`config.mk`:
```
export PLATFORM = sky130hd
export DESIGN_NAME = pc_sequencer
export DESIGN_NICKNAME = d
export VERILOG_FILES = /design/src/rtl/pc_pkg.sv /design/src/rtl/pc_ras.sv /design/src/rtl/pc_sequencer.sv
export SDC_FILE = /design/constraint.sdc
export NUM_CORES = 1
export LEC_CHECK = 0
export BUFFER_PORTS_ARGS = -buffer_cell sky130_fd_sc_hd__buf_2
export CORE_MARGIN = 2
export CORE_UTILIZATION = 35
export DETAILED_ROUTE_END_ITERATION = 8
export PLACE_DENSITY_LB_ADDON = 0.12
export SLEW_MARGIN = 25
export SYNTH_ARGS = -nofsm -noshare
export SYNTH_HDL_FRONTEND = slang
export SYNTH_SLANG_ARGS = --single-unit
```
`constraint.sdc`:
```
create_clock -name clk -period 2.5 [get_ports clk]
set_input_delay 0.5 -clock clk [delete_from_list [all_inputs] [get_ports clk]]
set_output_delay 0.5 -clock clk [all_outputs]
set_load 0.05 [all_outputs]
```
`src/rtl/pc_pkg.sv`:
```
// Shared types for the PC sequencer: FSM states and the next-PC priority select.
package pc_pkg;

  typedef enum logic {
    RUN      = 1'b0,
    RET_LOAD = 1'b1
  } state_e;

  typedef enum logic [2:0] {
    SEL_INT    = 3'd0,
    SEL_CALL   = 3'd1,
    SEL_RET    = 3'd2,
    SEL_BRANCH = 3'd3,
    SEL_STALL  = 3'd4,
    SEL_INC    = 3'd5
  } sel_e;

  function automatic sel_e pick_sel(input logic int_v, input logic call_v,
                                    input logic ret_v, input logic branch_v,
                                    input logic stall_v);
    sel_e sel;
    if (int_v)         sel = SEL_INT;
    else if (call_v)   sel = SEL_CALL;
    else if (ret_v)    sel = SEL_RET;
    else if (branch_v) sel = SEL_BRANCH;
    else if (stall_v)  sel = SEL_STALL;
    else               sel = SEL_INC;
    return sel;
  endfunction

endpackage

```
`src/rtl/pc_ras.sv`:
```
// Circular return-address stack; a push when full overwrites the oldest entry.
module pc_ras #(
  parameter int PC_W  = 32,
  parameter int DEPTH = 4
) (
  input  logic            clk,
  input  logic            reset,
  input  logic            push,
  input  logic            pop,
  input  logic [PC_W-1:0] push_data,
  output logic            empty,
  output logic            full,
  output logic [PC_W-1:0] top
);
  localparam int IDX_W = (DEPTH > 1) ? $clog2(DEPTH) : 1;
  localparam logic [IDX_W-1:0] LAST = IDX_W'(DEPTH - 1);

  logic [PC_W-1:0]  r_mem [DEPTH];
  logic [IDX_W-1:0] r_top;
  logic [IDX_W:0]   r_cnt;
  logic [IDX_W-1:0] w_nxt;
  logic [IDX_W-1:0] w_prv;

  assign w_nxt = (r_top == LAST) ? IDX_W'(0) : r_top + IDX_W'(1);
  assign w_prv = (r_top == IDX_W'(0)) ? LAST : r_top - IDX_W'(1);
  assign empty = (r_cnt == (IDX_W+1)'(0));
  assign full  = (r_cnt == (IDX_W+1)'(DEPTH));
  assign top   = r_mem[r_top];

  // Stack pointer and entry count move on the same falling edge as the PC
  always_ff @(negedge clk or negedge reset) begin
    if (!reset) begin
      r_top <= LAST;
      r_cnt <= (IDX_W+1)'(0);
      for (int i = 0; i < DEPTH; i++) r_mem[i] <= '0;
    end else if (push) begin
      r_top        <= w_nxt;
      r_mem[w_nxt] <= push_data;
      if (!full) r_cnt <= r_cnt + (IDX_W+1)'(1);
      else       r_cnt <= r_cnt;
    end else if (pop && !empty) begin
      r_top <= w_prv;
      r_cnt <= r_cnt - (IDX_W+1)'(1);
    end else begin
      r_top <= r_top;
      r_cnt <= r_cnt;
    end
  end

endmodule

```
`src/rtl/pc_sequencer.sv`:
```
// Program-counter sequencer with multi-beat memory return path.
// Optional return-address stack is enabled by defining PC_RAS_EN.
module pc_sequencer
  import pc_pkg::*;
#(
  parameter int PC_W      = 32,
  parameter int DATA_W    = 16,
  parameter int RESET_VEC = 32,
  parameter int INT_VEC   = 0,
  parameter int RAS_DEPTH = 4
) (
  input  logic              clk,
  input  logic              reset,
  input  logic              stall,
  input  logic              branch_valid,
  input  logic [PC_W-1:0]   branch_addr,
  input  logic              call_valid,
  input  logic [PC_W-1:0]   call_addr,
  input  logic              int_valid,
  input  logic              ret_valid,
  input  logic              mem_valid,
  input  logic [DATA_W-1:0] mem_data,
  output logic [PC_W-1:0]   pc,
  output logic              ret_busy,
  output logic              ret_done
);
  localparam int BEATS = PC_W / DATA_W;
  localparam int CNT_W = (BEATS > 1) ? $clog2(BEATS) : 1;

  state_e           r_state;
  logic [PC_W-1:0]  r_pc;
  logic [CNT_W-1:0] r_cnt;
  logic             r_busy;
  logic             r_done;
  sel_e             w_sel;

  assign w_sel = pick_sel(int_valid, call_valid, ret_valid, branch_valid, stall);

`ifdef PC_RAS_EN
  logic            w_ras_empty;
  logic            w_ras_full;
  logic [PC_W-1:0] w_ras_top;
  logic            w_push;
  logic            w_pop;

  assign w_push = (r_state == RUN) && (w_sel == SEL_CALL);
  assign w_pop  = (r_state == RUN) && (w_sel == SEL_RET) && !w_ras_empty;

  pc_ras #(.PC_W(PC_W), .DEPTH(RAS_DEPTH)) u_ras (
    .clk       (clk),
    .reset     (reset),
    .push      (w_push),
    .pop       (w_pop),
    .push_data (r_pc + PC_W'(1)),
    .empty     (w_ras_empty),
    .full      (w_ras_full),
    .top       (w_ras_top)
  );
`endif

  // Sequencer state; everything advances on the falling clock edge
  always_ff @(negedge clk or negedge reset) begin
    if (!reset) begin
      r_state <= RUN;
      r_pc    <= PC_W'(RESET_VEC);
      r_cnt   <= CNT_W'(0);
      r_busy  <= 1'b0;
      r_done  <= 1'b0;
    end else begin
      r_done <= 1'b0;
      case (r_state)
        RUN: begin
          case (w_sel)
            SEL_INT:    r_pc <= PC_W'(INT_VEC);
            SEL_CALL:   r_pc <= call_addr;
            SEL_RET: begin
`ifdef PC_RAS_EN
              if (!w_ras_empty) begin
                r_pc   <= w_ras_top;
                r_done <= 1'b1;
              end else begin
                r_state <= RET_LOAD;
                r_busy  <= 1'b1;
                r_cnt   <= CNT_W'(BEATS - 1);
              end
`else
              r_state <= RET_LOAD;
              r_busy  <= 1'b1;
              r_cnt   <= CNT_W'(BEATS - 1);
`endif
            end
            SEL_BRANCH: r_pc <= branch_addr;
            SEL_STALL:  r_pc <= r_pc;
            SEL_INC:    r_pc <= r_pc + PC_W'(1);
            default:    r_pc <= r_pc;
          endcase
        end
        RET_LOAD: begin
          // An interrupt abandons a partly loaded return address
          if (int_valid) begin
            r_pc    <= PC_W'(INT_VEC);
            r_state <= RUN;
            r_busy  <= 1'b0;
            r_cnt   <= CNT_W'(0);
          end else if (mem_valid) begin
            r_pc[r_cnt*DATA_W +: DATA_W] <= mem_data;
            if (r_cnt == CNT_W'(0)) begin
              r_state <= RUN;
              r_busy  <= 1'b0;
              r_done  <= 1'b1;
            end else begin
              r_cnt <= r_cnt - CNT_W'(1);
            end
          end else begin
            r_pc  <= r_pc;
            r_cnt <= r_cnt;
          end
        end
        default: begin
          r_state <= RUN;
          r_busy  <= 1'b0;
          r_cnt   <= CNT_W'(0);
        end
      endcase
    end
  end

  assign pc       = r_pc;
  assign ret_busy = r_busy;
  assign ret_done = r_done;

endmodule

```
==> flow_metrics.py <==
metrics = {
    "critical_path": {
        "path_buf_inv": 1,
        "required_ns": 1.59,
        "critPathLaunch": "ret_valid",
        "r2r_slack_ns": -0.01,
        "start_kind": "input port",
        "critPathMaxStageDelay_ns": 0.42,
        "timing.critical_path.cells": "buf_6 -> or3_4 -> or3_4 -> nor2_4 -> nand3_4 -> o31ai_2 -> a22o_1",
        "crit_arrival_ns": 2.08,
        "critPathMaxFanout": 7,
        "crit_top_cell": "or3_4",
        "cp_top_family": "simple AND/OR/NAND/NOR gates",
        "cp_slowest_cell": "or3_4",
        "r2r-start": "pc[5]",
        "path_class": "in -> reg",
        "end_kind": "flip-flop",
    },
    "logic_synthesis": {
        "seq_area_frac_synth_pct": 30.79,
        "synth_top_family_by_area": "compound AO/OA/AOI/OAI gates",
        "synth_top_area_cell": "dfrtn_1",
        "yosys_warnings": 0,
        "synth_edf_count": 0,
        "synth.distinct_cells": 50,
        "ys_seq_elements": 36,
        "yosysMostFrequentCell": "nand2_1",
        "synthMuxAreaShare_pct": 0.3416,
        "synth_compound_area_share_pct": 36.89,
        "synth.area.top_cells": "dfrtn_1, a222oi_1, nand2_1, nor2_1, o31ai_1",
        "synth_area_sq_um": 2930,
        "synth_simple_gate_area_share_pct": 24.34,
        "async_flop_share_pct": 100.0,
        "synth-adder-area-share_pct": 0.4270,
        "synth_xor_area_share_pct": 2.092,
        "synthTopCellsByCount": "nand2_1, nor2_1, dfrtn_1",
        "synth_flop_cell": "dfrtn_1",
        "postSynthCellCount": 368,
        "post_synth.cell_area_avg_sq_um": 7.963,
        "synth_fp_nets": 457,
        "synth.top_cell.area_share_pct": 29.89,
    },
    "cts": {
        "cts_buffers": 5,
        "cts_buffer_depth": 2,
        "clk_latency_ns": 0.35,
        "cts.reportedPaths.clkPinSlew_ns": 0.06,
        "cts_tree": "done",
        "cts.sinks": 36,
        "root_buffer": "clkbuf_8",
        "cts.hold.buffers_added": 0,
        "h-tree-depth": 2,
    },
    "floorplan": {
        "die_area_sq_um": 9120,
        "rows": 33,
        "die_w_um": 95.50,
        "ios": 122,
        "die_h_um": 95.50,
        "fp.coreArea_sq_um": 8175,
        "start_util_pct": 35.84,
    },
    "flow_run": {
        "maxCapViolations": 0,
    },
    "cells_and_area": {
        "post-route-util_pct": 68.69,
        "nNetsFinal": 702,
        "fill_cells": 678,
        "fin_area_sq_um": 5615,
        "antenna_cells": 0,
        "area_growth_pct": 91.63,
        "drive_gt1_share_pct": 54.89,
    },
    "outcome": {
        "violations": "negative setup slack",
        "status": "finished, violations left",
    },
    "drt": {
        "wl_um": 14440,
        "via_per_inst": 6.081,
        "vias": 4372,
        "drt_iter0_drc": 411,
        "wl_per_cell_um": 20.08,
        "ant_nets": 0,
        "drtPass1Iterations": 5,
        "drt_drc_violations_left": 0,
    },
    "sta": {
        "timing.slew.headroom_pct": 56.80,
        "hold_viol_final": 0,
        "whs_ns": 0.5001,
        "worst_pin_slew_ns": 0.6420,
        "fin_tns_setup_ns": -18.48,
        "layout_setup_ws_ns": -0.4960,
        "rsz0062_at_grt": "yes",
        "setup_violations": 66,
        "clock_skew_ns": 0.05324,
        "slew_viol_final": 0,
    },
    "power": {
        "sw_frac_of_total_pct": 37.45,
        "switchingPower_mw": 0.7659,
        "p_total_mw": 2.045,
        "p_int_mw": 1.279,
        "powerDensity_nw_per_um2": 364.2,
        "total_leakage_power_nw": 2.631,
        "ir_drop_mv": 0.3061,
        "pwr-share-clk_pct": 22.6,
        "combPwrFrac_pct": 44.6,
        "power_frac_seq_pct": 32.8,
    },
    "placed_design": {
        "io_buffers": 121,
        "place_area_sq_um": 4628,
        "dp_hpwl_um": 9896,
        "gp_congestion": 0.9512,
    },
    "global_routing": {
        "grt_use_total_pct": 30.96,
        "overflow": 0,
        "antenna_found_initial": 0,
        "grt_pass1_wl_um": 21600,
        "grt_pass1_vias": 4172,
        "grt_max_degree": 22,
    },
    "hold_path": {
        "worstHoldStart": "ret_busy",
        "hold_class": "reg -> reg",
    },
}
## metal layers
metal	wire length, um	global-route usage (%)	vias up
met3	1187	4.980	53
met4	520	12.86	0
met1	5745	39.41	2087
met2	6988	52.05	276
li1	-	-	1956
met5	0	0	-
## sequential cells by signal, summed over array words and instances, names as in the netlist
name,flops
r_cnt,1
pc,32
r_state,1
ret_busy,1
ret_done,1
## layout make-up
type / count / area, sq um / area share (%)
multi-input cells: 297 / 2268 / 40.40
repair buffers: 261 / 2171 / 38.66
flip-flops and latches: 36 / 902.1 / 16.07
well taps: 105 / 131.4 / 2.340
clock buffers: 6 / 82.58 / 1.471
inverters: 11 / 48.80 / 0.8690
clock inverters: 3 / 11.26 / 0.2005
## layout by cell type (no fill, tap or decap), drive strengths merged, types with 2 or more instances in the layout
cell type	n
a21o	4
a21oi	22
a221o	2
a222oi	28
a22o	12
a22oi	4
a2bb2oi	3
a31o	4
a31oi	4
a32o	6
and2	2
and3	8
and4	2
buf	260
clkbuf	7
dfrtn	35
inv	14
nand2	48
nand3	14
nand4	10
nor2	40
nor2b	2
nor3	4
nor4	3
o21ai	23
o31a	2
o31ai	19
o41ai	4
or3	7
or4	3
xnor2	4
xor2	3
## cells by family (layout without fill, tap and decap cells)
family / count (synthesis) / in the layout
AO/OA/AOI/OAI: 143 / 143
XOR/XNOR: 7 / 7
adder cells (fa/ha/maj): 1 / 1
buffers and inverters: 38 / 281
flip-flops: 36 / 36
multiplexers: 1 / 1
AND/OR/NAND/NOR: 142 / 145
## power groups by stage
stage	Clock (mW)	Sequential (mW)	Combinational (mW)
after floorplan	0.00501	0.795	0.240
after global placement	0.00501	0.664	0.713
after detailed placement	0.00501	0.665	0.723
after CTS	0.468	0.667	0.834
after global routing	0.488	0.674	0.966
final	0.462	0.671	0.912
## per-stage QoR
stage                     worst slack [ns]  instances
after floorplan                    -0.6722        368
after global placement             -0.9814        678
after detailed placement            -1.060        678
after CTS                          -0.4511        703
after global routing               -0.5419        719
final                              -0.4960        719
## repair_timing
item / 4_1_cts / 5_1_grt
gates cloned: 4 / 2
endpoints found under the setup margin: 67 / 68
setup buffers: 13 / 14
resized for setup: 118 / 49
pin swaps: 14 / 18
endpoints found under the hold margin: 0 / 0
## worst min-delay path: cells and delay by family (launching register included)
family / cells / cell delay [ns]
simple gates: 1 / 0.06
flops: 1 / 0.44
compound gates: 1 / 0.09
## path summary, 6_finish.rpt
kind,end,cells past startpoint
worst max-delay path,pc[26],7
worst min-delay path,ret_busy,2
worst max register to register,pc[25],7
worst min register to register,ret_busy,2
max in group asynchronous,pc[16],2
min in group asynchronous,pc[3],1
(Power assumes the default switching activity.)
